`config.mk`:
```
export PLATFORM = sky130hd
export DESIGN_NAME = div_radix2_iter
export DESIGN_NICKNAME = d
export VERILOG_FILES = /design/src/rtl/div_radix2_iter_pkg.sv /design/src/rtl/div_radix2_iter.sv
export SDC_FILE = /design/constraint.sdc
export NUM_CORES = 1
export LEC_CHECK = 0
export ABC_AREA = 1
export CAP_MARGIN = 20
export CORE_UTILIZATION = 43
export CTS_CLUSTER_SIZE = 28
export DETAILED_ROUTE_END_ITERATION = 8
export HOLD_SLACK_MARGIN = 0.08
export PLACE_DENSITY = 0.7
export SLEW_MARGIN = 20
export SYNTH_ARGS = -nofsm -noshare
export SYNTH_HDL_FRONTEND = slang
export SYNTH_SLANG_ARGS = --single-unit
```
`constraint.sdc`:
```
create_clock -name clk -period 9.3 [get_ports clk]
set_clock_uncertainty 0.05 [all_clocks]
set_input_delay 0.93 -clock clk [delete_from_list [all_inputs] [get_ports clk]]
set_output_delay 0.93 -clock clk [all_outputs]
set_load 0.05 [all_outputs]
```
`src/rtl/div_radix2_iter_pkg.sv`:
```
// Shared state codes and handshake levels for the iterative radix-2 divider.
package div_radix2_iter_pkg;

    typedef enum logic [1:0] {
        DivFree   = 2'b00,
        DivByZero = 2'b01,
        DivOn     = 2'b10,
        DivEnd    = 2'b11
    } div_state_e;

    localparam logic DivStart          = 1'b1;
    localparam logic DivStop           = 1'b0;
    localparam logic DivResultReady    = 1'b1;
    localparam logic DivResultNotReady = 1'b0;

endpackage

```
`src/rtl/div_radix2_iter.sv`:
```
// Iterative radix-2 restoring divider for DIV/DIVU: one quotient bit per clock,
// returns {remainder, quotient} under a start/ready handshake with EX.
module div_radix2_iter
    import div_radix2_iter_pkg::*;
#(
    parameter int unsigned WIDTH = 32,
    localparam int unsigned CNT_W = $clog2(WIDTH) + 1
) (
    input  logic               clk,
    input  logic               resetn,
    input  logic               signed_div_i,
    input  logic [WIDTH-1:0]   opdata1_i,
    input  logic [WIDTH-1:0]   opdata2_i,
    input  logic               start_i,
    input  logic               annul_i,
    output logic [2*WIDTH-1:0] result_o,
    output logic               ready_o
);

    div_state_e           state_q, state_d;
    logic [CNT_W-1:0]     cnt_q, cnt_d;
    logic [2*WIDTH-1:0]   rq_q, rq_d;         // {partial remainder, dividend/quotient}
    logic [WIDTH-1:0]     divisor_q, divisor_d;
    logic                 q_neg_q, q_neg_d;
    logic                 r_neg_q, r_neg_d;
    logic [2*WIDTH-1:0]   result_q, result_d;
    logic                 ready_q, ready_d;

    logic                 op1_neg, op2_neg;
    logic [WIDTH-1:0]     op1_abs, op2_abs;
    logic [WIDTH:0]       rem_shift, diff;
    logic                 q_bit;
    logic [WIDTH-1:0]     rem_next, quo_next;
    logic                 abort;

    always_comb begin
        op1_neg   = signed_div_i & opdata1_i[WIDTH-1];
        op2_neg   = signed_div_i & opdata2_i[WIDTH-1];
        // Magnitude of the most negative value wraps to itself, read as unsigned.
        op1_abs   = op1_neg ? (~opdata1_i + 1'b1) : opdata1_i;
        op2_abs   = op2_neg ? (~opdata2_i + 1'b1) : opdata2_i;

        rem_shift = {rq_q[2*WIDTH-1:WIDTH], rq_q[WIDTH-1]};
        diff      = rem_shift - {1'b0, divisor_q};
        q_bit     = (rem_shift >= {1'b0, divisor_q});
        rem_next  = q_bit ? diff[WIDTH-1:0] : rem_shift[WIDTH-1:0];
        quo_next  = {rq_q[WIDTH-2:0], q_bit};
        abort     = annul_i | (start_i == DivStop);
    end

    always_comb begin
        state_d   = state_q;
        cnt_d     = cnt_q;
        rq_d      = rq_q;
        divisor_d = divisor_q;
        q_neg_d   = q_neg_q;
        r_neg_d   = r_neg_q;
        result_d  = result_q;
        ready_d   = ready_q;

        unique case (state_q)
            DivFree: begin
                ready_d = DivResultNotReady;
                if ((start_i == DivStart) && !annul_i) begin
                    cnt_d     = '0;
                    divisor_d = op2_abs;
                    q_neg_d   = op1_neg ^ op2_neg;
                    r_neg_d   = op1_neg;
                    if (opdata2_i == '0) begin
                        state_d = DivByZero;
                        rq_d    = {{WIDTH{1'b0}}, opdata1_i};
                    end else begin
                        state_d = DivOn;
                        rq_d    = {{WIDTH{1'b0}}, op1_abs};
                    end
                end
            end
            DivByZero: begin
                if (abort) begin
                    state_d = DivFree;
                end else begin
                    state_d  = DivEnd;
                    result_d = {rq_q[WIDTH-1:0], {WIDTH{1'b1}}};
                    ready_d  = DivResultReady;
                end
            end
            DivOn: begin
                if (abort) begin
                    state_d = DivFree;
                end else begin
                    rq_d  = {rem_next, quo_next};
                    cnt_d = cnt_q + 1'b1;
                    if (cnt_q == CNT_W'(WIDTH - 1)) begin
                        state_d  = DivEnd;
                        ready_d  = DivResultReady;
                        result_d = {r_neg_q ? (~rem_next + 1'b1) : rem_next,
                                    q_neg_q ? (~quo_next + 1'b1) : quo_next};
                    end
                end
            end
            DivEnd: begin
                if (start_i == DivStop) begin
                    state_d = DivFree;
                    ready_d = DivResultNotReady;
                end
            end
            default: begin
                state_d = DivFree;
                ready_d = DivResultNotReady;
            end
        endcase
    end

    always_ff @(posedge clk or negedge resetn) begin
        if (!resetn) begin
            state_q   <= DivFree;
            cnt_q     <= '0;
            rq_q      <= '0;
            divisor_q <= '0;
            q_neg_q   <= 1'b0;
            r_neg_q   <= 1'b0;
            result_q  <= '0;
            ready_q   <= DivResultNotReady;
        end else begin
            state_q   <= state_d;
            cnt_q     <= cnt_d;
            rq_q      <= rq_d;
            divisor_q <= divisor_d;
            q_neg_q   <= q_neg_d;
            r_neg_q   <= r_neg_d;
            result_q  <= result_d;
            ready_q   <= ready_d;
        end
    end

    assign result_o = result_q;
    assign ready_o  = ready_q;

endmodule

```
-- Word level (Yosys, flattened, before mapping)
Cells that the tools add are included.
- reductions and logical operators: 11
- mux-type cells: 28
- order comparisons: 1
- equality and inequality tests: 10
- bitwise operators: 9
- $add $sub $neg: 6
- operator list (cell ; count):
    64-bit two-way mux ; 5
    64-bit case mux with 2 select lines ; 2
    32-bit two-way mux ; 6
    32-bit by 1-bit adder with 32-bit output, second input constant ; 4
    32-bit inverter ; 4
    33-bit by 32-bit greater-or-equal comparator with 1-bit output ; 1
    32-bit logical NOT ; 1
    32-bit subtractor ; 1
    2-bit two-way mux ; 6
    6-bit two-way mux ; 2
    6-bit case mux with 2 select lines ; 1
    2-bit != test, second input constant ; 5
    2-bit case mux with 4 select lines ; 1
    4-bit AND reduction ; 2
    6-bit by 1-bit adder with 6-bit output, second input constant ; 1
    6-bit by 5-bit equality test with 1-bit output, second input constant ; 1
    3-bit AND reduction ; 2
    2-bit equality test, second input constant ; 2
    1-bit two-way mux ; 4
    1-bit case mux with 4 select lines ; 1
    2-bit nonzero test ; 2
    3-bit != test, second input constant ; 1
    1-bit bitwise AND ; 2
    2-bit by 1-bit equality test with 1-bit output, second input constant ; 1
    7 further kinds ; 7
- input bits: 69
- word-level logic and storage cells: 73
- register bits after elaboration: 171
- output and inout port bits: 65

-- Logic depth before layout (Yosys ltp)
- depth after elaboration: 8
- depth in mapped cells: 30

-- Least setup slack after synthesis
Ideal clock, no wire load.
- kind: register -> register
- start point: register rq_q[33]
- end point: register result_q[30], in the netlist result_o[30]
- period minus slack after synthesis: 3620 ps
- slack: 5680 ps
- setup time: 138 ps
- data arrival time: 3432 ps
- required time: 9112 ps
- cell stages (with the launch flop): 28
- cells stage by stage: dfrtp_1 -> ha_1 -> buf_6 -> nand2_4 -> nand2_2 -> nand2_2 -> nand2_1 -> nand2_1 -> nand3_2 -> nand2_2 -> nand2_2 -> nand2_4 -> nand2_8 -> inv_2 -> buf_2 -> ha_1 -> nand2_1 -> nor3_1 -> nand3_1 -> nor3_1 -> nand4_1 -> nor2_1 -> inv_1 -> o21ai_1 -> inv_1 -> a21oi_1 -> or2_2 -> a31oi_1
- cells in the longest elaborated chain, start to end: 7
- ends and longest elaborated chain (element ; line ; RTL):
    from (decl) ; div_radix2_iter.sv:22 ; logic [2*WIDTH-1:0] rq_q, rq_d;
    from (signal assigned) ; div_radix2_iter.sv:127 ; rq_q <= rq_d;
    33-bit by 32-bit greater-or-equal comparator with 1-bit output ; div_radix2_iter.sv:45 ; q_bit = (rem_shift >= {1'b0, divisor_q});
    32-bit inverter ; div_radix2_iter.sv:97 ; q_neg_q ? (~quo_next + 1'b1) : quo_next};
    32-bit by 1-bit adder with 32-bit output ; div_radix2_iter.sv:97 ;
    32-bit two-way mux ; div_radix2_iter.sv:97 ;
    64-bit two-way mux ; div_radix2_iter.sv:93 ; if (cnt_q == CNT_W'(WIDTH - 1)) begin
    64-bit two-way mux ; div_radix2_iter.sv:88 ; if (abort) begin
    64-bit case mux with 2 select lines ; div_radix2_iter.sv:61 ; unique case (state_q)
    to (signal assigned) ; div_radix2_iter.sv:131 ; result_q <= result_d;
    to (decl) ; div_radix2_iter.sv:26 ; logic [2*WIDTH-1:0] result_q, result_d;
No other way between the ends. The select of a mux whose other input is x is not followed.
A chain may end at the register's enable or synchronous reset.

-- Worst setup path after layout
Ends and elaborated chain as after synthesis.

==> results.yml <==
run_status:
  outcome: "completed"
final_layout:
  layout-drive-gt1-share: 0.06550
  diodes: 0
  nets: 2329
  syn_to_final_growth_pct: 15.95
run:
  maxCapViolations: 0
sta:
  report.final.slew_viol_count: 0
  max_freq_ghz: 0.2104
  grt_setup_unrepaired: "false"
  setup_violations: 0
  period_minus_slack_ns: 4.752
  hold_violations: 0
  tightest_slew_ns: 1.132
  relSlewSlack: 0.2454
  period_share: 0.5110
  fin_setup_tns_ns: 0
global_route:
  grt_max_degree: 109
  track_usage: 0.2840
  first_global_vias: 13330
  antenna_found_initial: 0
  grt_overflow: 0
  grt_pass1_wl_mm: 72.79
clocking:
  hold_buffers: 0
  cts_tree: "built"
  clock-sinks: 171
  cts_setup_buffers: 0
  root_buffer: "clkbuf_16"
  clkTransAtPathRegs_ns: 0.07
  clock_path_buffers: 2
  numCtsBuffers: 17
  cts_resized: 0
  clk_latency_ns: 0.45
  htreeDepth: 4
synthesis:
  yosysTopAreaCellShare: 0.3117
  synth_compound_area_frac: 0.1615
  synthTopCellsByCount: "601 x nand2_1, 253 x inv_1, 213 x o21ai_0, 197 x nor2_1, 171 x dfrtp_1"
  synth-edff-count: 0
  yosys_warnings: 0
  synth-xor-area-share: 0.04594
  synth_adder_area_share: 0.03974
  async_flop_share: 1.000
  synth_area_um2: 13730
  syn_nets: 2237
  syn_inst: 2125
  synth_area_leaders: "dfrtp_1 31%, nand2_1 16%, o21ai_0 7.8%"
  synth_area_per_cell_um2: 6.460
  ys_ff_latch: 171
  yosysMostFrequentCell: "nand2_1"
  synth.mux.area_fraction: 0.001550
  yosysTopAreaCell: "dfrtp_1"
  synthSimpleGateAreaFrac: 0.3393
  yosysUniqueCellTypes: 49
  yosysSeqAreaShare: 0.3117
  ys.flop_type: "dfrtp_1"
  synth_top_family_by_area: "simple AND/OR/NAND/NOR gates"
routing:
  via_count: 14350
  routed_via_density: 5.453
  drc: 0
  dr.pass1.iters: 6
  drtIter0Drc: 1458
  wire_per_inst_um: 17.39
  routed_wl_mm: 45.75
  drtAntennaViolNets: 0
critical_path:
  critPathCaptureType: "register"
  r2r_cells: 25
  r2r_start: "rq_q[33]$_DFFE_PN0P_"
  crit_type: "register to register"
  cp.required_ns: 9.56
  cp-start-kind: "register"
  rrSetupSlack_ns: 4.55
  critPathArrivalTime_ns: 5.02
  r2r-end: "result_o[30]$_DFFE_PN0P_"
  path_max_fanout: 41
floorplanning:
  die_area_um2: 32640
  core_area_um2: 31470
  rows: 65
  start_util: 0.4361
  fp.dieW_um: 180.7
  die_h_um: 180.7
  pin_count: 134
min_path:
  min_from: "result_o[42]$_DFFE_PN0P_"
  hold_end: "result_o[42]$_DFFE_PN0P_"
  hold_path.class: "register to register"
  whs_path_depth: 2
placement:
  io_buffers: 133
  hpwlAfterDp_mm: 35.65
  gp_congestion: 0.9819
## kinds of logic after synthesis
logic type / Yosys count
AND/OR/NAND/NOR: 1080
AO/OA/AOI/OAI: 411
buffers and inverters: 346
flip-flops: 171
XOR/XNOR: 72
adder cells (fa/ha/maj): 43
multiplexers: 2
## through the flow
stage | worst slack, ns | hold WS [ns] | util | instances | area [um^2]
floorplan | 5.680 | 0.4030 | - | 2125 | 13730
global placement | 4.347 | 0.4136 | 0.4863 | 2598 | 15300
detailed placement | 4.285 | 0.4151 | 0.4863 | 2598 | 15300
CTS | 4.676 | 0.4342 | 0.5040 | 2629 | 15860
global route | 4.055 | 0.4572 | 0.5057 | 2631 | 15920
finish | 4.548 | 0.4269 | 0.5057 | 2631 | 15920
## cells in the final DEF, fill, tap and decap left out, drive strengths merged, types with 5 or more instances in the layout
master	instances
nor2	221
nand3b	8
nand4	26
nor3	38
inv	273
clkinv	9
o21ai	233
nand3	130
o21bai	5
o221ai	6
xor2	57
clkdlybuf4s50	132
o211ai	10
dfrtp	171
o22ai	15
buf	11
clkbuf	21
a31oi	19
ha	42
xnor2	15
a21oi	111
nor4	7
or2	5
nand2	641
## cell type report
class	count	area [um^2]
inverter	274	1028
fill	3264	15560
sequential	171	4279
clock inverter	12	113.9
tap	402	503.0
clock buffer	19	442.9
timing repair buffer	145	1463
multi-input combinational	1608	8087
## state kept, by name, summed over array words and instances (netlist names)
register / flops
divisor_q: 32
rq_q: 64
result_o: 64
state_q: 2
q_neg_q: 1
cnt_q: 6
ready_o: 1
r_neg_q: 1
## worst max path at each step
stage,to,start
global route,result_o[30]$_DFFE_PN0P_,divisor_q[20]$_DFFE_PN0P_
finish,result_o[30]$_DFFE_PN0P_,rq_q[33]$_DFFE_PN0P_
detailed placement,rq_q[17]$_DFFE_PN0P_,opdata2_i[0]
floorplan,result_o[30]$_DFFE_PN0P_,rq_q[33]$_DFFE_PN0P_
global placement,rq_q[17]$_DFFE_PN0P_,opdata2_i[0]
CTS,result_o[30]$_DFFE_PN0P_,rq_q[33]$_DFFE_PN0P_
## critical path: stages, from the launching register on
cell,delay (ns)
dfrtp_1,0.44
ha_1,0.44
nand2_4,0.12
nand2_2,0.06
nand2_2,0.06
nand2_1,0.05
nand2_1,0.06
nand3_2,0.12
nand2_2,0.10
nand2_2,0.07
nand2_4,0.20
nand2_8,0.26
inv_2,0.31
ha_1,0.23
nand2_1,0.10
nor3_1,0.32
nand3_1,0.12
nor3_1,0.39
nand4_1,0.25
nor2_1,0.22
inv_1,0.09
o21ai_1,0.16
inv_1,0.07
a21oi_1,0.13
or2_2,0.12
a31oi_1,0.06
## routing by layer
metal,share of wire,up-vias,GRT usage
li1,-,7052,-
met1,0.46,6701,0.4036
met2,0.44,531,0.4371
met3,0.076,64,0.05073
met4,0.023,0,0.08479
met5,0,-,0
Power is not shown: default switching activity piles up to over one toggle a cycle in this logic, so the estimate is an artifact.
